[src/rtl/pipe_hazard_ctrl.sv]
// pipe_hazard_ctrl: hazard and stall controller for the five-stage pipeline.
//
// Detects load-use hazards against ID/EX, tracks the multi-cycle HI/LO unit
// with a busy counter, and sequences the pipeline registers. An EX redirect
// overrides both stall sources. A saturating counter records stalled cycles.
//
// Ports:
//   clk, rst             clock, synchronous active-high reset
//   id_rs, id_rt         source register fields of the instruction in ID
//   id_use_rs, id_use_rt ID instruction actually reads rs / rt
//   id_md                ID instruction touches the HI/LO unit
//   ex_load, ex_rd       ID/EX holds a load writing ex_rd
//   ex_md_start          EX starts a multiply/divide this cycle
//   ex_redirect          branch taken / jump resolved in EX
//   PCWr, IFIDWr         PC and IF/ID write enables
//   IFIDFlush, IDEXFlush flush strobes for IF/ID and ID/EX
//   md_busy              HI/LO unit busy
//   stall_cnt            saturating count of PCWr=0 cycles since reset
module pipe_hazard_ctrl #(
    parameter int unsigned MD_LAT = 32,
    parameter int unsigned CNT_W  = 6
) (
    input  logic        clk,
    input  logic        rst,
    input  logic [4:0]  id_rs,
    input  logic [4:0]  id_rt,
    input  logic        id_use_rs,
    input  logic        id_use_rt,
    input  logic        id_md,
    input  logic        ex_load,
    input  logic [4:0]  ex_rd,
    input  logic        ex_md_start,
    input  logic        ex_redirect,
    output logic        PCWr,
    output logic        IFIDWr,
    output logic        IFIDFlush,
    output logic        IDEXFlush,
    output logic        md_busy,
    output logic [15:0] stall_cnt
);

    typedef enum logic [0:0] {StRun, StMdWait} state_e;

    state_e           state_q, state_d;
    logic [CNT_W-1:0] md_cnt_q, md_cnt_d;
    logic [15:0]      stall_cnt_q;
    logic             load_use;
    logic             md_stall;

    // r0 is hard-wired to zero, so a load targeting it never creates a hazard.
    assign load_use = ex_load && (ex_rd != 5'd0) &&
                      ((id_use_rs && (id_rs == ex_rd)) || (id_use_rt && (id_rt == ex_rd)));
    assign md_stall = (state_q == StMdWait) && id_md;

    // A start while already waiting is ignored; the count is never reloaded.
    always_comb begin
        state_d  = state_q;
        md_cnt_d = md_cnt_q;
        unique case (state_q)
            StRun: begin
                if (ex_md_start) begin
                    state_d  = StMdWait;
                    md_cnt_d = CNT_W'(MD_LAT);
                end
            end
            StMdWait: begin
                if (md_cnt_q == CNT_W'(1)) begin
                    state_d  = StRun;
                    md_cnt_d = '0;
                end else begin
                    md_cnt_d = md_cnt_q - CNT_W'(1);
                end
            end
            default: begin
                state_d  = StRun;
                md_cnt_d = '0;
            end
        endcase
    end

    // Redirect wins over stalls: the EX instruction is older, so whatever is
    // in IF and ID is on the wrong path and gets killed instead of held.
    always_comb begin
        PCWr      = 1'b1;
        IFIDWr    = 1'b1;
        IFIDFlush = 1'b0;
        IDEXFlush = 1'b0;
        if (rst) begin
            PCWr      = 1'b0;
            IFIDWr    = 1'b0;
            IFIDFlush = 1'b1;
            IDEXFlush = 1'b1;
        end else if (ex_redirect) begin
            IFIDFlush = 1'b1;
            IDEXFlush = 1'b1;
        end else if (md_stall || load_use) begin
            PCWr      = 1'b0;
            IFIDWr    = 1'b0;
            IDEXFlush = 1'b1;
        end
    end

    always_ff @(posedge clk) begin
        if (rst) begin
            state_q     <= StRun;
            md_cnt_q    <= '0;
            stall_cnt_q <= '0;
        end else begin
            state_q  <= state_d;
            md_cnt_q <= md_cnt_d;
            if (!PCWr && (stall_cnt_q != 16'hFFFF)) begin
                stall_cnt_q <= stall_cnt_q + 16'd1;
            end
        end
    end

    assign md_busy   = (state_q == StMdWait);
    assign stall_cnt = stall_cnt_q;

endmodule

[config.mk]
export PLATFORM = sky130hd
export DESIGN_NAME = pipe_hazard_ctrl
export DESIGN_NICKNAME = d
export VERILOG_FILES = /design/src/rtl/pipe_hazard_ctrl.sv
export SDC_FILE = /design/constraint.sdc
export NUM_CORES = 1
export LEC_CHECK = 0
export CAP_MARGIN = 20
export CORE_ASPECT_RATIO = 0.5
export CORE_MARGIN = 2
export CORE_UTILIZATION = 45
export CTS_CLUSTER_SIZE = 20
export DETAILED_ROUTE_END_ITERATION = 10
export DONT_BUFFER_PORTS = 1
export SYNTH_ARGS = -nofsm -noshare
export SYNTH_HDL_FRONTEND = slang
export SYNTH_SLANG_ARGS = --single-unit
[constraint.sdc]
create_clock -name clk -period 3.49 [get_ports clk]
set_input_delay 1.047 -clock clk [delete_from_list [all_inputs] [get_ports clk]]
set_output_delay 1.047 -clock clk [all_outputs]
set_load 0.1 [all_outputs]
==> results.py, run 1 <==
metrics = {
    "power": {
        "power.density_nw_per_um2": 349,
        "leakage_uw": 0.000559,
        "peakVddDrop_mv": 0.166,
    },
    "clocking": {
        "clockBufferDepth": 2,
        "post_cts_buffers": 0,
        "cts_resized": 0,
        "cts.htree.levels": 1,
        "clkLatencyLatePin_ps": 260,
        "cts_root_buf": "clkbuf_8",
        "numCtsBuffers": 3,
        "clkSinkCount": 23,
        "clk_pin_slew_ps": 80,
        "ctsHoldBuffers": 0,
        "cts_tree": "yes",
    },
    "synthesis": {
        "async_flop_share": 0,
        "synth_top_area_frac": 0.344,
        "synth_edf_count": 0,
        "synth-main-ff-cell": "dfxtp_1",
        "syn-cell-area_um2": 1340,
        "yosys_warnings": 0,
        "synth_cell_type_count": 38,
        "synth_area_leaders": "dfxtp_1 (34%), a21oi_1 (7.1%), xnor2_1 (6.5%), or4_1 (4.5%), nor2_1 (4.2%)",
        "ys_ff_latch": 23,
        "syn_area_per_cell_um2": 8.07,
        "yosysTopAreaCell": "dfxtp_1",
        "synth.net_count": 192,
        "post_synth_inst_count": 166,
        "ys_seq_area_frac": 0.344,
    },
    "finish": {
        "n_antenna_cell": 0,
        "final_cell_mix": "dfxtp_1 (23), a21oi_1 (18), buf_4 (18)",
        "final_common_cell": "dfxtp_1",
        "fin_area_um2": 1590,
        "final_layout_size_suffix_gt1_frac": 0.185,
        "stdcell_count": 221,
        "nets": 211,
        "fillers": 255,
        "area_delta_synth_final_pct": 18.7,
    },
    "placement": {
        "dp_hpwl_mm": 2.42,
        "io_buffers": 0,
        "place.gp.congestion": 0.723,
        "place_ws_ps": 31.3,
        "dp.cells": 217,
        "placed_area_um2": 1540,
    },
    "floorplan": {
        "initial_core_util": 0.493,
        "die_x_um": 81.2,
        "num_rows": 13,
        "fp.coreArea_um2": 2720,
        "die_area_um2": 3460,
        "die_y_um": 42.6,
        "io-pin-count": 44,
    },
    "grt": {
        "met3_usage": 0.0625,
        "antenna_found_initial": 0,
        "grt_pass1_vias": 1134,
        "grt_pass1_wl_mm": 5.20,
        "use_met2": 0.302,
        "grt_most_used_layer": "met2",
        "grt_max_degree": 26,
        "grt_usage": 0.194,
        "use_met1": 0.274,
        "grt_overflow": 0,
    },
    "worst_setup_path": {
        "reg2reg_to": "stall_cnt[14]$_SDFFE_PP0P_",
        "start_kind": "primary input",
        "r2r-start": "stall_cnt[11]$_SDFFE_PP0P_",
        "critPathMaxFanout": 3,
        "crit_type": "primary input to output pin",
        "critPathCaptureType": "output pin",
        "rr_worst_depth": 5,
        "crit_required_ps": 2440,
        "critical_path_arrival_ps": 2410,
        "r2r_slack_ps": 1010,
    },
    "routing": {
        "ant_nets": 0,
        "drc": 0,
        "via_per_inst": 5.48,
        "drt-pass1-iter-count": 4,
        "totalWireLength_mm": 3.09,
        "routedWlPerCell_um": 14.0,
        "drt_iter0_drc": 80,
        "vias": 1212,
    },
    "timing": {
        "tns_ps": 0,
        "post-route-period-util": 0.991,
        "fin_ws_ps": 31.8,
        "holdWs_ps": 490,
        "post-route-min-period_ps": 3460,
        "finalSetupViolCount": 0,
        "worst_pin_slew_ps": 1000,
        "slew_headroom": 0.329,
        "fin_skew_ps": 2.18,
        "rsz0062_at_grt": "yes",
        "max_freq_mhz": 289,
        "hold_viol": 0,
        "finalMaxSlewViolations": 0,
    },
    "min_path": {
        "holdPathEnd": "md_cnt_q[4]$_SDFFE_PP0P_",
        "min_from": "md_cnt_q[4]$_SDFFE_PP0P_",
        "hp-class": "flop to flop",
        "min_path_cells": 2,
    },
    "run": {
        "cap_violations": 0,
    },
    "outcome": {
        "status": "completed",
    },
}
## area by class of cell
cell class                 instances  area [um^2]  area share
tap                               37         46.3      0.0291
timing repair buffer              20          175       0.110
inverter                           6         22.5      0.0142
sequential                        23          460       0.290
clock inverter                     1         5.00     0.00315
multi-input combinational        131          840       0.528
clock buffer                       3         41.3      0.0260
## worst max-delay path: stages
cell and delay, ps:
or4_4 540, o21ai_4 150, nor2_2 50, a21oi_2 180
nor2b_4 190, buf_12 250
## how the worst max path moves through the flow
stage | to | from | cells after the start | slack [ps]
6_report | PCWr | ex_rd[1] | 6 | 30
3_5_place_dp | PCWr | ex_rd[1] | 6 | 30
3_3_place_gp | PCWr | ex_rd[1] | 6 | 30
4_1_cts | PCWr | ex_rd[1] | 6 | 20
5_1_grt | PCWr | ex_rd[1] | 6 | -10
2_1_floorplan | PCWr | ex_rd[1] | 7 | -440
## Yosys cell counts, types with 2 or more instances
library cell / instances
a21oi_1: 19
buf_6: 2
clkbuf_1: 2
dfxtp_1: 23
ha_1: 3
inv_1: 6
nand2_1: 12
nand2b_1: 2
nand3_1: 7
nand3b_1: 2
nand4_1: 8
nor2_1: 15
nor3_1: 4
nor4_1: 2
o21ai_0: 7
o22ai_1: 3
o31a_1: 2
o31ai_1: 6
or2_2: 2
or3_1: 4
or4_1: 8
xnor2_1: 10
xor2_1: 2
## power by group
group	internal, uW	switching, uW	leakage [uW]
clock	79.5	82.9	0.0000255
combinational	43.5	73.0	0.000347
sequential	270	6.12	0.000186
total	393	162	0.000559
## state kept, by name, summed over array words and instances (netlist names)
name       count
stall_cnt     16
md_busy        1
md_cnt_q       6
## through the flow
| stage | power (uW) | util |
|---|---|---|
| after global placement | 397 | 0.567 |
| final | 555 | 0.585 |
| after detailed placement | 399 | 0.567 |
| after floorplan | 384 | - |
| after CTS | 562 | 0.585 |
| after global routing | 585 | 0.585 |
## cells by family (layout without fill, tap and decap cells)
kind of cell / count (synthesis) / in the layout / share of synthesized area
compound gates: 43 / 43 / 0.204
xor+xnor: 12 / 12 / 0.0784
fa+ha+maj: 3 / 3 / 0.0280
buf+inv: 12 / 30 / 0.0486
flops: 23 / 23 / 0.344
mux: 1 / 1 / 0.00747
simple gates: 72 / 72 / 0.290
## metal layers
layer  vias up  part of all wire
li1        646                 -
met1       537              0.51
met2        29              0.44
met3         0             0.055
met4         0                 0
met5         -                 0
(Power assumes the default switching activity.)
==> run 2: changes to the inputs <==
==> constraint.sdc (replaced) <==
create_clock -name clk -period 3.9 [get_ports clk]
set_input_delay 1.17 -clock clk [delete_from_list [all_inputs] [get_ports clk]]
set_output_delay 1.17 -clock clk [all_outputs]
set_load 0.1 [all_outputs]
==> run 2 against run 1 <==
  * Die area stayed put
  * Cell count is 2.7% lower
  * Via count grew 1.7%
  * Clock skew is 0.83 ps lower
  * Sequential share of layout area grew 0.89 points
  * Routed wire length is 2.7% lower
  * Non-clock buffer count down 6
  * Critical path depth did not move
  * Register-to-register slack better by 90 ps
  * Clock power fell by 10%
  * Global-route usage decreased by 0.96 points
  * Critical endpoint unchanged
  * Largest cell class unchanged
  * Largest power group unchanged
==> results.py, run 2 (synthesized netlist as in run 1, its figures left out) <==
metrics = {
    "worst_setup_path": {
        "crit_required_ps": 2730,
        "critical_path_arrival_ps": 2550,
        "cp_slowest_cell": "or4_4",
        "cp.buffers_inverters": 1,
        "critPathMaxFanout": 3,
        "crit_type": "primary input to output pin",
        "critPathCaptureType": "output pin",
        "max_stage_delay_ps": 530,
        "start_kind": "primary input",
        "r2r_slack_ps": 1100,
        "cpLargestDelayFamily": "simple AND/OR/NAND/NOR gates",
        "crit_chain": "or4_4 > o21ai_4 > nor2_1 > a21oi_2 > nor2b_4 > buf_12",
    },
    "floorplan": {
        "die_x_um": 81.2,
        "initial_core_util": 0.493,
        "num_rows": 13,
        "die_area_um2": 3460,
        "io-pin-count": 44,
        "fp.coreArea_um2": 2720,
        "die_y_um": 42.6,
    },
    "clocking": {
        "clkSinkCount": 23,
        "clkLatencyLatePin_ps": 260,
        "cts.htree.levels": 1,
        "cts_resized": 0,
        "ctsHoldBuffers": 0,
        "numCtsBuffers": 3,
        "clk_pin_slew_ps": 80,
        "cts_root_buf": "clkbuf_8",
        "cts_tree": "yes",
        "clockBufferDepth": 2,
        "post_cts_buffers": 0,
    },
    "finish": {
        "area_delta_synth_final_pct": 15.1,
        "fillers": 265,
        "fin_util": 0.568,
        "nets": 205,
        "seq_area_um2": 460,
        "largest_reg_flops": 16,
        "multi_input_area_um2": 837,
        "final_common_cell": "dfxtp_1",
        "final_cell_mix": "dfxtp_1 (23), a21oi_1 (18), nor2_1 (15)",
        "final_layout_size_suffix_gt1_frac": 0.152,
        "n_antenna_cell": 0,
        "fin_area_um2": 1540,
    },
    "routing": {
        "vias": 1232,
        "drt-pass1-iter-count": 4,
        "ant_nets": 0,
        "totalWireLength_mm": 3.01,
        "routedWlPerCell_um": 14.0,
        "drc": 0,
        "via_per_inst": 5.73,
        "drt_iter0_drc": 89,
    },
    "power": {
        "peakVddDrop_mv": 0.164,
        "power.density_nw_per_um2": 321,
        "leakage_uw": 0.000527,
        "power.total_uw": 495,
    },
    "timing": {
        "max_freq_mhz": 269,
        "tns_ps": 0,
        "slew_headroom": 0.260,
        "fin_ws_ps": 179,
        "hold_viol": 0,
        "rsz0062_at_grt": "no",
        "post-route-min-period_ps": 3720,
        "finalMaxSlewViolations": 0,
        "finalSetupViolCount": 0,
        "post-route-period-util": 0.954,
        "worst_pin_slew_ps": 1110,
        "fin_skew_ps": 1.35,
    },
    "placement": {
        "dp_hpwl_mm": 2.34,
        "io_buffers": 0,
        "place_ws_ps": 169,
        "placed_area_um2": 1500,
        "place.gp.congestion": 0.726,
    },
    "grt": {
        "grt_pass1_vias": 1141,
        "grt_max_degree": 26,
        "grt_pass1_wl_mm": 4.96,
        "antenna_found_initial": 0,
        "grt_overflow": 0,
        "grt_usage": 0.185,
    },
    "outcome": {
        "status": "completed",
    },
    "min_path": {
        "hp-class": "flop to flop",
    },
    "run": {
        "cap_violations": 0,
    },
}
==> run 2: cell count changes in the layout (fill, tap and decap cells not counted), sizes merged <==
cell  delta
buf      -6
==> run 2: per-layer routing <==
| metal | vias up | GRT usage | share of wire | wire, um |
|---|---|---|---|---|
| li1 | 637 | - | - | - |
| met1 | 559 | 0.242 | 0.49 | 1480 |
| met2 | 34 | 0.289 | 0.43 | 1280 |
| met3 | 2 | 0.0733 | 0.080 | 240 |
| met4 | 0 | 0.0339 | 0.0033 | 10 |
| met5 | - | 0 | 0 | 0 |
==> run 2: final cells by class <==
type | instances | share of cell area
Inverter | 6 | 0.0146
Sequential cell | 23 | 0.298
Tap cell | 37 | 0.0300
Clock inverter | 1 | 0.00324
Clock buffer | 3 | 0.0268
Timing Repair Buffer | 14 | 0.0843
Multi-Input combinational cell | 131 | 0.543
==> run 2: worst register-to-register path: cells and delay by family (launching register included) <==
family	cells	cell delay [ps]
AO/OA/AOI/OAI	1	150
AND/OR/NAND/NOR	4	1570
flip-flops	1	1020
==> run 2: report_power, final <==
part           leakage, uW  internal [uW]  switching, uW
clock network    0.0000255           71.2           73.8
registers         0.000186            242           5.57
logic             0.000315           38.2           64.3
total             0.000527            351            144
==> run 2: path summary, 6_finish.rpt <==
| path | cells after the start | from | endpoint |
|---|---|---|---|
| max | 6 | ex_rd[1] | PCWr |
| min | 2 | md_cnt_q[4]$_SDFFE_PP0P_ | md_cnt_q[4]$_SDFFE_PP0P_ |
| max reg2reg | 5 | stall_cnt[9]$_SDFFE_PP0P_ | stall_cnt[14]$_SDFFE_PP0P_ |
| min reg2reg | 2 | md_cnt_q[4]$_SDFFE_PP0P_ | md_cnt_q[4]$_SDFFE_PP0P_ |
==> run 2: through the flow <==
step / hold WS [ps] / cells
floorplan: 452 / 166
global placement: 473 / 211
detailed placement: 498 / 211
CTS: 510 / 215
global route: 540 / 215
finish: 502 / 215
==> run 3: changes to the inputs <==
--- a/config.mk
+++ b/config.mk
@@ -12,6 +12,7 @@
 export CTS_CLUSTER_SIZE = 20
 export DETAILED_ROUTE_END_ITERATION = 10
 export DONT_BUFFER_PORTS = 1
+export GPL_ROUTABILITY_DRIVEN = 0
 export SYNTH_ARGS = -nofsm -noshare
 export SYNTH_HDL_FRONTEND = slang
 export SYNTH_SLANG_ARGS = --single-unit
==> results of run 3 <==
Final layout, timing and power as in run 2 (identical DEF).
